**config.mk**
```make
export PLATFORM = sky130hd
export DESIGN_NAME = result_writer
export DESIGN_NICKNAME = d
export VERILOG_FILES = /design/src/rtl/result_writer_pkg.sv /design/src/rtl/result_fifo.sv /design/src/rtl/result_writer.sv
export SDC_FILE = /design/constraint.sdc
export NUM_CORES = 1
export LEC_CHECK = 0
export ABC_AREA = 1
export BUFFER_PORTS_ARGS = -buffer_cell sky130_fd_sc_hd__buf_2
export CAP_MARGIN = 20
export CORE_MARGIN = 2
export CORE_UTILIZATION = 50
export DETAILED_ROUTE_END_ITERATION = 12
export HOLD_SLACK_MARGIN = 0.05
export PLACE_DENSITY_LB_ADDON = 0.12
export SLEW_MARGIN = 15
export SYNTH_ARGS = -nofsm -noshare
export SYNTH_HDL_FRONTEND = slang
export SYNTH_SLANG_ARGS = --single-unit
```
**constraint.sdc**
```tcl
create_clock -name i_clk -period 3.9 [get_ports i_clk]
set_clock_uncertainty 0.1 [all_clocks]
set_input_delay 0.78 -clock i_clk [delete_from_list [all_inputs] [get_ports i_clk]]
set_output_delay 0.78 -clock i_clk [all_outputs]
set_load 0.02 [all_outputs]
```
**src/rtl/result_writer_pkg.sv**
```systemverilog
// Shared types and widths for the tanh result writer.
// Latency: n/a (declarations only).
// Backpressure: n/a.
package result_writer_pkg;

    localparam int ADDR_W = 12;
    localparam int DATA_W = 16;
    localparam int SAT_W  = 8;

    localparam logic [SAT_W-1:0] SAT_MAX = '1;

    typedef enum logic [1:0] {
        IDLE    = 2'd0,
        COLLECT = 2'd1,
        DRAIN   = 2'd2,
        DONE    = 2'd3
    } state_t;

    // Increment that sticks at the all-ones ceiling.
    function automatic logic [SAT_W-1:0] sat_inc(input logic [SAT_W-1:0] v);
        return (v == SAT_MAX) ? v : v + 1'b1;
    endfunction

endpackage

```
**src/rtl/result_fifo.sv**
```systemverilog
// Small synchronous FIFO buffering tanh results ahead of the SRAM write port.
// Latency: a pushed word is visible at o_dout the cycle after the push edge.
// Backpressure: push is dropped when full unless a pop happens on the same edge.
module result_fifo
    import result_writer_pkg::*;
#(
    parameter int DEPTH = 4,
    parameter int WIDTH = DATA_W
) (
    input  logic             i_clk,
    input  logic             i_reset,
    input  logic             i_push,
    input  logic             i_pop,
    input  logic [WIDTH-1:0] i_din,
    output logic [WIDTH-1:0] o_dout,
    output logic             o_full,
    output logic             o_empty
);

    localparam int PTR_W = (DEPTH > 1) ? $clog2(DEPTH) : 1;
    localparam int CNT_W = PTR_W + 1;

    logic [WIDTH-1:0] r_mem [DEPTH];
    logic [PTR_W-1:0] r_wr_ptr;
    logic [PTR_W-1:0] r_rd_ptr;
    logic [CNT_W-1:0] r_count;

    logic w_do_pop;
    logic w_do_push;

    assign o_full    = (r_count == CNT_W'(DEPTH));
    assign o_empty   = (r_count == '0);
    assign w_do_pop  = i_pop && !o_empty;
    // A full FIFO still takes a word when the head leaves on the same edge.
    assign w_do_push = i_push && (!o_full || w_do_pop);
    assign o_dout    = r_mem[r_rd_ptr];

    // Storage array; contents need no reset because occupancy gates every read.
    always_ff @(posedge i_clk) begin
        if (w_do_push) begin
            r_mem[r_wr_ptr] <= i_din;
        end
    end

    // Pointer and occupancy bookkeeping; pointers wrap naturally (power-of-2 depth).
    always_ff @(posedge i_clk or posedge i_reset) begin
        if (i_reset) begin
            r_wr_ptr <= '0;
            r_rd_ptr <= '0;
            r_count  <= '0;
        end else begin
            if (w_do_push) begin
                r_wr_ptr <= r_wr_ptr + 1'b1;
            end
            if (w_do_pop) begin
                r_rd_ptr <= r_rd_ptr + 1'b1;
            end
            case ({w_do_push, w_do_pop})
                2'b10:   r_count <= r_count + 1'b1;
                2'b01:   r_count <= r_count - 1'b1;
                default: r_count <= r_count;
            endcase
        end
    end

endmodule

```
**src/rtl/result_writer.sv**
```systemverilog
// Captures tanh results, buffers them, and writes them to consecutive W-SRAM addresses.
// Latency: one cycle minimum from result strobe to mem_we; one write per granted cycle.
// Backpressure: stalls writes while mem_ready=0; results arriving with the buffer full are dropped and flag overflow.
module result_writer
    import result_writer_pkg::*;
#(
    parameter logic [ADDR_W-1:0] BASE_ADDR   = 12'h000,
    parameter int                NUM_RESULTS = 64,
    parameter int                FIFO_DEPTH  = 4
) (
    input  logic              i_clk,
    input  logic              i_reset,
    input  logic              i_run,
    input  logic              i_result_valid,
    input  logic [DATA_W-1:0] i_result_data,
    input  logic              i_result_saturated,
    input  logic              i_mem_ready,
    output logic              o_mem_we,
    output logic [ADDR_W-1:0] o_mem_addr,
    output logic [DATA_W-1:0] o_mem_wdata,
    output logic              o_busy,
    output logic              o_done,
    output logic              o_overflow,
    output logic [SAT_W-1:0]  o_sat_count
);

    localparam logic [ADDR_W-1:0] NUM_CNT = ADDR_W'(NUM_RESULTS);

    state_t            r_state;
    logic [ADDR_W-1:0] r_acc_cnt;
    logic [ADDR_W-1:0] r_wr_cnt;
    logic [ADDR_W-1:0] r_wr_ptr;
    logic              r_mem_we;
    logic [ADDR_W-1:0] r_mem_addr;
    logic [DATA_W-1:0] r_mem_wdata;
    logic              r_busy;
    logic              r_done;
    logic              r_overflow;
    logic [SAT_W-1:0]  r_sat_count;

    logic              w_active;
    logic              w_pop;
    logic              w_push;
    logic              w_full;
    logic              w_empty;
    logic [DATA_W-1:0] w_head;
    logic [ADDR_W-1:0] w_acc_next;
    logic [ADDR_W-1:0] w_wr_next;

    assign w_active   = (r_state == COLLECT) || (r_state == DRAIN);
    assign w_pop      = w_active && !w_empty && i_mem_ready;
    assign w_push     = (r_state == COLLECT) && i_result_valid && (!w_full || w_pop);
    assign w_acc_next = r_acc_cnt + 1'b1;
    assign w_wr_next  = r_wr_cnt + 1'b1;

    result_fifo #(
        .DEPTH (FIFO_DEPTH),
        .WIDTH (DATA_W)
    ) u_fifo (
        .i_clk   (i_clk),
        .i_reset (i_reset),
        .i_push  (w_push),
        .i_pop   (w_pop),
        .i_din   (i_result_data),
        .o_dout  (w_head),
        .o_full  (w_full),
        .o_empty (w_empty)
    );

    // Control FSM with counters and registered SRAM/status outputs.
    always_ff @(posedge i_clk or posedge i_reset) begin
        if (i_reset) begin
            r_state     <= IDLE;
            r_acc_cnt   <= '0;
            r_wr_cnt    <= '0;
            r_wr_ptr    <= '0;
            r_mem_we    <= 1'b0;
            r_mem_addr  <= '0;
            r_mem_wdata <= '0;
            r_busy      <= 1'b0;
            r_done      <= 1'b0;
            r_overflow  <= 1'b0;
            r_sat_count <= '0;
        end else begin
            r_mem_we <= 1'b0;
            r_done   <= 1'b0;

            // Address and data only move on a write; otherwise they hold.
            if (w_pop) begin
                r_mem_we    <= 1'b1;
                r_mem_addr  <= r_wr_ptr;
                r_mem_wdata <= w_head;
                r_wr_ptr    <= r_wr_ptr + 1'b1;
                r_wr_cnt    <= w_wr_next;
            end

            if (w_push) begin
                r_acc_cnt <= w_acc_next;
                if (i_result_saturated) begin
                    r_sat_count <= sat_inc(r_sat_count);
                end
            end

            // A strobe lost to a full buffer, or any strobe after the last
            // expected result, means the producer and this stage disagree.
            if ((r_state == COLLECT && i_result_valid && !w_push) ||
                (r_state == DRAIN && i_result_valid)) begin
                r_overflow <= 1'b1;
            end

            case (r_state)
                IDLE: begin
                    if (i_run) begin
                        r_state     <= COLLECT;
                        r_busy      <= 1'b1;
                        r_acc_cnt   <= '0;
                        r_wr_cnt    <= '0;
                        r_sat_count <= '0;
                        r_overflow  <= 1'b0;
                        r_wr_ptr    <= BASE_ADDR;
                    end
                end
                COLLECT: begin
                    if (w_push && (w_acc_next == NUM_CNT)) begin
                        r_state <= DRAIN;
                    end
                end
                DRAIN: begin
                    if (w_pop && (w_wr_next == NUM_CNT)) begin
                        r_state <= DONE;
                        r_busy  <= 1'b0;
                        r_done  <= 1'b1;
                    end
                end
                DONE: begin
                    r_state <= IDLE;
                end
                default: begin
                    r_state <= IDLE;
                end
            endcase
        end
    end

    assign o_mem_we    = r_mem_we;
    assign o_mem_addr  = r_mem_addr;
    assign o_mem_wdata = r_mem_wdata;
    assign o_busy      = r_busy;
    assign o_done      = r_done;
    assign o_overflow  = r_overflow;
    assign o_sat_count = r_sat_count;

endmodule

```
Yosys cells after proc, flatten, opt, wreduce, memory -nomap -nowiden
Memory sizes are Yosys's and may differ from the RTL's. A register that Yosys moved wholly into a read port is not among the register bits.
Index checks and enable logic that the tools add are counted.
Word-level totals
  register bits: 69
  memory bits (writable): 64
  input bits: 22
  output and inout bits: 40
  word-level logic and storage cells: 87
  memories: 1
Operators by class
  $add $sub $neg: 8
  equality and inequality tests: 12
  muxes and demuxes: 30
  reduce and logical (&&, ||, !) cells: 23
Memories
  u_fifo.r_mem: depth 4, bits a word 16, rd ports 1, clocked after Yosys merged registers in 1, wr ports 1, line result_fifo.sv:23  | logic [WIDTH-1:0] r_mem [DEPTH];
Operators with widths (count)
  12-bit two-way mux: 9
  8-bit two-way mux: 5
  12-bit by 1-bit adder with 12-bit output (second input constant): 3
  12-bit by 7-bit equality test with 1-bit output (second input constant): 2
  1-bit logical AND: 10
  1-bit two-way mux: 10
  8-bit by 1-bit adder with 8-bit output (second input constant): 1
  8-bit equality test (second input constant): 1
  2-bit one-hot mux with 4 select lines: 1
  2-bit equality test (second input constant): 3
  2-bit two-way mux: 3
  3-bit one-hot mux with 2 select lines: 1
  3-bit AND reduction: 2
  2-bit by 1-bit adder with 2-bit output (second input constant): 2
  2-bit by 1-bit equality test with 1-bit output (second input constant): 2
  1-bit logical OR: 4
  2-bit by 1-bit inequality test with 1-bit output (second input constant): 2
  2-bit nonzero test: 2
  3-bit by 1-bit adder with 3-bit output (second input constant): 1
  3-bit equality test (second input constant): 1
  1-bit logical NOT: 3
  3-bit logical NOT: 1
  3-bit by 1-bit subtractor with 3-bit output (second input constant): 1
  2-bit logical NOT: 1
  2 further kinds: 2

Longest topological paths before layout
  word-level depth: 12
  depth in mapped cells: 14
  depth with buffers taken out: 14

Cells and area by module
A second synthesis with hierarchy kept.
Second synthesis, totals
  cells, all modules: 736
  area total of the unflattened synthesis: 6869.1 sq um
Modules (own cells, without submodules)
  result_writer: times used 1, cells an instance 501, area each 3917.5 sq um, seq. area each 1951.9 sq um
  result_fifo: times used 1, cells an instance 235, area each 2951.6 sq um, seq. area each 2097.0 sq um

Worst setup path after synthesis
Ideal clock, no wire load.
  path kind: input to register
  start: input port i_mem_ready
  end: register u_fifo.r_count[2]
  setup time: 0.131 ns
  arrival time: 2.332 ns
  required time: 3.669 ns
  setup slack: 1.337 ns
  cell stages on the path: 10
  buffers on the path: 2
  cell sequence: nand2_1 a21oi_4 buf_2 buf_2 ha_1 inv_1 fa_1 a21oi_1 o21ai_0 xor2_1
On the way
  longest elaborated chain between the ends: 6
  elaborated cells between the ends (all ways): 10
  classes of those cells: eq/ne (2); mux (1); reduce/logical (7)
Ends and longest elaborated chain
  start, declared: line result_writer.sv:17  | input logic i_mem_ready,
  1-bit logical AND (*): line result_writer.sv:51  | assign w_pop = w_active && !w_empty && i_mem_ready;
  1-bit logical AND (*): line result_fifo.sv:33  | assign w_do_pop = i_pop && !o_empty;
  via u_fifo.w_do_pop: line result_fifo.sv:28  | logic w_do_pop;
  1-bit logical OR: line result_fifo.sv:35  | assign w_do_push = i_push && (!o_full || w_do_pop);
  1-bit logical AND: line result_fifo.sv:35
  2-bit by 1-bit equality test with 1-bit output or 2-bit equality test (tied branches): line result_fifo.sv:58  | case ({w_do_push, w_do_pop})
  3-bit one-hot mux with 2 select lines or 2-bit nonzero test (tied branches)
  end signal, assigned: line result_fifo.sv:59  | 2'b10: r_count <= r_count + 1'b1;
  end signal, assigned: line result_fifo.sv:60  | 2'b01: r_count <= r_count - 1'b1;
  end signal, assigned: line result_fifo.sv:61  | default: r_count <= r_count;
  end, declared: line result_fifo.sv:26  | logic [CNT_W-1:0] r_count;
Mark *: on every way through the listed nets, which the timed path passes. The rest lies on a longest branch.
A chain may end at the register's enable or synchronous reset.

Worst setup path after layout
  start: register r_state[0]
  end: register u_fifo.r_count[2]
On the way
  longest elaborated chain between the ends: 9
  elaborated cells between the ends (all ways): 15
  classes of those cells: eq/ne (4); mux (1); reduce/logical (10)
Ends and longest elaborated chain
  start, declared: line result_writer.sv:29  | state_t r_state;
  start signal, assigned: line result_writer.sv:73  | r_state <= IDLE;
  start signal, assigned: line result_writer.sv:114  | r_state <= COLLECT;
  start signal, assigned: line result_writer.sv:125  | r_state <= DRAIN;
  2-bit by 1-bit equality test with 1-bit output or 2-bit equality test (tied branches): line result_writer.sv:50, result_writer.sv:52
  1-bit logical OR: line result_writer.sv:50  | assign w_active = (r_state == COLLECT) || (r_state == DRAIN);
  1-bit logical AND (2 in a row): line result_writer.sv:51
  1-bit logical OR or 1-bit logical AND (tied branches): line result_writer.sv:52, result_fifo.sv:33
  1-bit logical AND or 1-bit logical OR (tied branches): line result_writer.sv:52, result_fifo.sv:35
  1-bit logical AND: line result_fifo.sv:35
  2-bit by 1-bit equality test with 1-bit output or 2-bit equality test (tied branches): line result_fifo.sv:58
  3-bit one-hot mux with 2 select lines or 2-bit nonzero test (tied branches)
Several ways; a longest one is shown, not always the timed one.

==> key figures <==
Logic synthesis
  – Sequential-to-total area share from yosys stat: 60.4%
  – Distinct cell type count after synthesis: 37
  – Most used DFF post-synth: dfrtp_1
  – Synth warnings: 0
  – Register bit total from synthesis: 149
  – Post-synth EDFFs: 64
  – Async SR Flop Fraction: 57.0%
  – Synthesized area per cell: 9.57 um^2
  – Synth Instances: 701
  – Post-Syn Nets: 736
  – Mapped Area: 6710 um^2

Die
  – Die area: 14400 um^2
  – Starting density of the core: 50.8%
  – Num rows: 42
  – Chip height: 120 um
  – Die width: 120 um
  – I/O Pins: 62
  – Core Box Area: 13200 um^2

STA
  – Final period util: 71.5%
  – Setup repair after global routing missed its margin: false
  – Setup TNS: 0 ns
  – Worst-Margin Slew: 0.747 ns
  – Final Setup Violations: 0
  – Hold Fails Final Rpt: 0
  – Slew Limit Headroom: 50.2%
  – Max-slew violation count: 0
  – Minimum clock period: 2.79 ns
  – F_max: 358 MHz

CTS
  – Clk_lat worst skew: 0.43 ns
  – Maximum root-to-sink buffer count: 2
  – CTS buffer count: 17
  – Cts repair resizes: 0
  – # clock sinks: 149
  – Htree depth: 4
  – Root buffer cell: clkbuf_16
  – CTS Hold Bufs: 0
  – Post-CTS Setup Bufs: 0
  – Worst-path clk slew: 0.06 ns
  – CTS tree: yes

Global route
  – Largest net degree at the start of global routing: 48
  – Gr usage total: 21.2%
  – Total global routing overflow: 0
  – Vias in the first global route: 4962
  – Initial antenna violation count: 0
  – Global-route wire length before repair: 23.4 mm

Place
  – Placer congestion estimate: 0.812
  – Placed Area: 7220 um^2
  – Post-DP HPWL: 8.93 mm
  – PortBufs: 61

Power and ir drop
  – Lkg Pwr: 3.35 nW
  – Peak VDD IR: 396 uV
  – P per Cell Area: 745 nW/um^2

Detailed routing
  – DRC viols: 0
  – DRT antenna net count: 0
  – Drt pass-1 iters: 4
  – DR vias: 4994
  – Vias/cell: 5.23
  – Drt wl/cell: 14.7 um
  – DR iter-0 viols: 241
  – DRT Wirelength: 14.1 mm

Cells and area
  – Commonest non-fill, non-tap cell in the layout: nor2_1
  – Post-route cell area: 7800 um^2
  – P&R area growth vs syn: 16.4%
  – Proportion of layout cells with a drive suffix above 1: 16.2%
  – Most frequent cells in the layout: nor2_1, nand2_1, dfrtp_1
  – Filler cells: 1159
  – Antenna cell count: 0
  – Net count, final: 801

Critical path
  – WP data required: 4.10 ns
  – CP endpoint kind: flop
  – CP Data Arrival Time: 2.99 ns
  – Critical Path Source Type: flop
  – R2R depth: 11
  – WS Path Type: flop to flop
  – Critical path peak fanout: 15

Min path
  – Hold Path Class: primary input to async pin

Outcome
  – Status: complete, no violations

Flow run
  – Max Cap Viol: 0
power breakdown:
group          switching [mW]  leakage [nW]  internal (mW)
Sequential              0.294          1.66           1.99
Combinational            1.26          1.41          0.634
Clock                   0.613         0.279           1.02
synthesized netlist by cell type, types with 4 or more instances:
cell      number  area (um^2)
ha_1          12          150
edfxtp_1      64         1920
nand4_1        8         50.1
clkbuf_1      14         52.6
a31oi_1       18          113
a21oi_1       23          115
buf_2          9         45.0
inv_1         67          251
nor3_1         4         20.0
nand2_1      107          402
dfrtp_1       85         2130
nor2_2         7         43.8
nand3_1       27          135
o211ai_1       7         52.6
nor2_1       133          499
nand2_2        6         37.5
a211oi_1       5         37.5
nor2_4         5         56.3
o21ai_0       69          345
xor2_1         6         52.6
per-layer routing:
layer / global-route usage (%) / vias to the layer above / wire length, um / part of all wire (%)
met2: 36.7 / 105 / 6950 / 49
li1: - / 2471 / - / -
met3: 5.61 / 25 / 615 / 4.4
met4: 9.26 / 0 / 331 / 2.4
met1: 24.8 / 2393 / 6170 / 44
met5: 0 / - / 0 / 0
path summary, 6_finish.rpt:
check	start	to	slack, ns
max in group asynchronous	i_reset	r_wr_ptr[10]$_DFF_PP0_	2.67
hold reg to reg	o_busy$_DFFE_PP0P_	o_busy$_DFFE_PP0P_	0.37
setup reg to reg	r_state[0]$_DFFE_PP0P_	u_fifo.r_count[2]$_DFFE_PP0P_	1.11
min in group i_clk	o_busy$_DFFE_PP0P_	o_busy$_DFFE_PP0P_	0.37
setup / recovery	r_state[0]$_DFFE_PP0P_	u_fifo.r_count[2]$_DFFE_PP0P_	1.11
hold / removal	i_reset	o_mem_wdata[7]$_DFFE_PP0N_	0.34
logic make-up after synthesis:
| family | count (synthesis) | share of synthesized area [%] |
|---|---|---|
| buffers and inverters | 95 | 5.49 |
| AO/OA/AOI/OAI | 130 | 10.8 |
| AND/OR/NAND/NOR | 305 | 19.6 |
| XOR/XNOR | 9 | 1.18 |
| adder cells (fa/ha/maj) | 13 | 2.54 |
| flip-flops | 149 | 60.4 |
registers in the layout, indices dropped and copies added, names as in the netlist:
register and cells:
o_mem_wdata 16, u_fifo.r_count 3, o_mem_addr 12, r_state 2
o_mem_we 1, r_wr_cnt 12, o_busy 1, u_fifo.r_rd_ptr 2
o_overflow 1, u_fifo.r_mem 64, r_acc_cnt 12, u_fifo.r_wr_ptr 2
r_wr_ptr 12, o_done 1, o_sat_count 8
area by class of cell:
class,instances,area (um^2),share of cell area [%]
Sequential cell,149,4050,51.9
Multi-Input combinational cell,457,2290,29.3
Clock buffer,24,462,5.92
Timing Repair Buffer,71,393,5.03
Inverter,70,264,3.38
Tap cell,176,220,2.82
Clock inverter,8,128,1.64
per-stage QoR:
| stage | instances | hold WS (ns) | total power [mW] | utilization [%] | setup slack [ns] |
|---|---|---|---|---|---|
| after floorplan | 701 | 0.366 | 3.66 | - | 0.827 |
| after global placement | 923 | 0.356 | 4.11 | 54.7 | 1.06 |
| after detailed placement | 923 | 0.371 | 4.20 | 54.7 | 1.01 |
| after CTS | 955 | 0.374 | 5.86 | 59.2 | 1.14 |
| after global routing | 955 | 0.408 | 6.23 | 59.2 | 0.894 |
| final | 955 | 0.345 | 5.81 | 59.2 | 1.11 |
critical path, cell delays in order (launching register included):
cell and delay, ns:
dfrtp_1 0.37, inv_1 0.07, ha_1 0.31, nand2_1 0.16, nand3_1 0.11, nand2_1 0.45
ha_1 0.25, inv_1 0.07, fa_1 0.37, a21oi_1 0.14, o21ai_0 0.11, xor2_1 0.15
No activity file was read; power rests on OpenSTA's default activity.
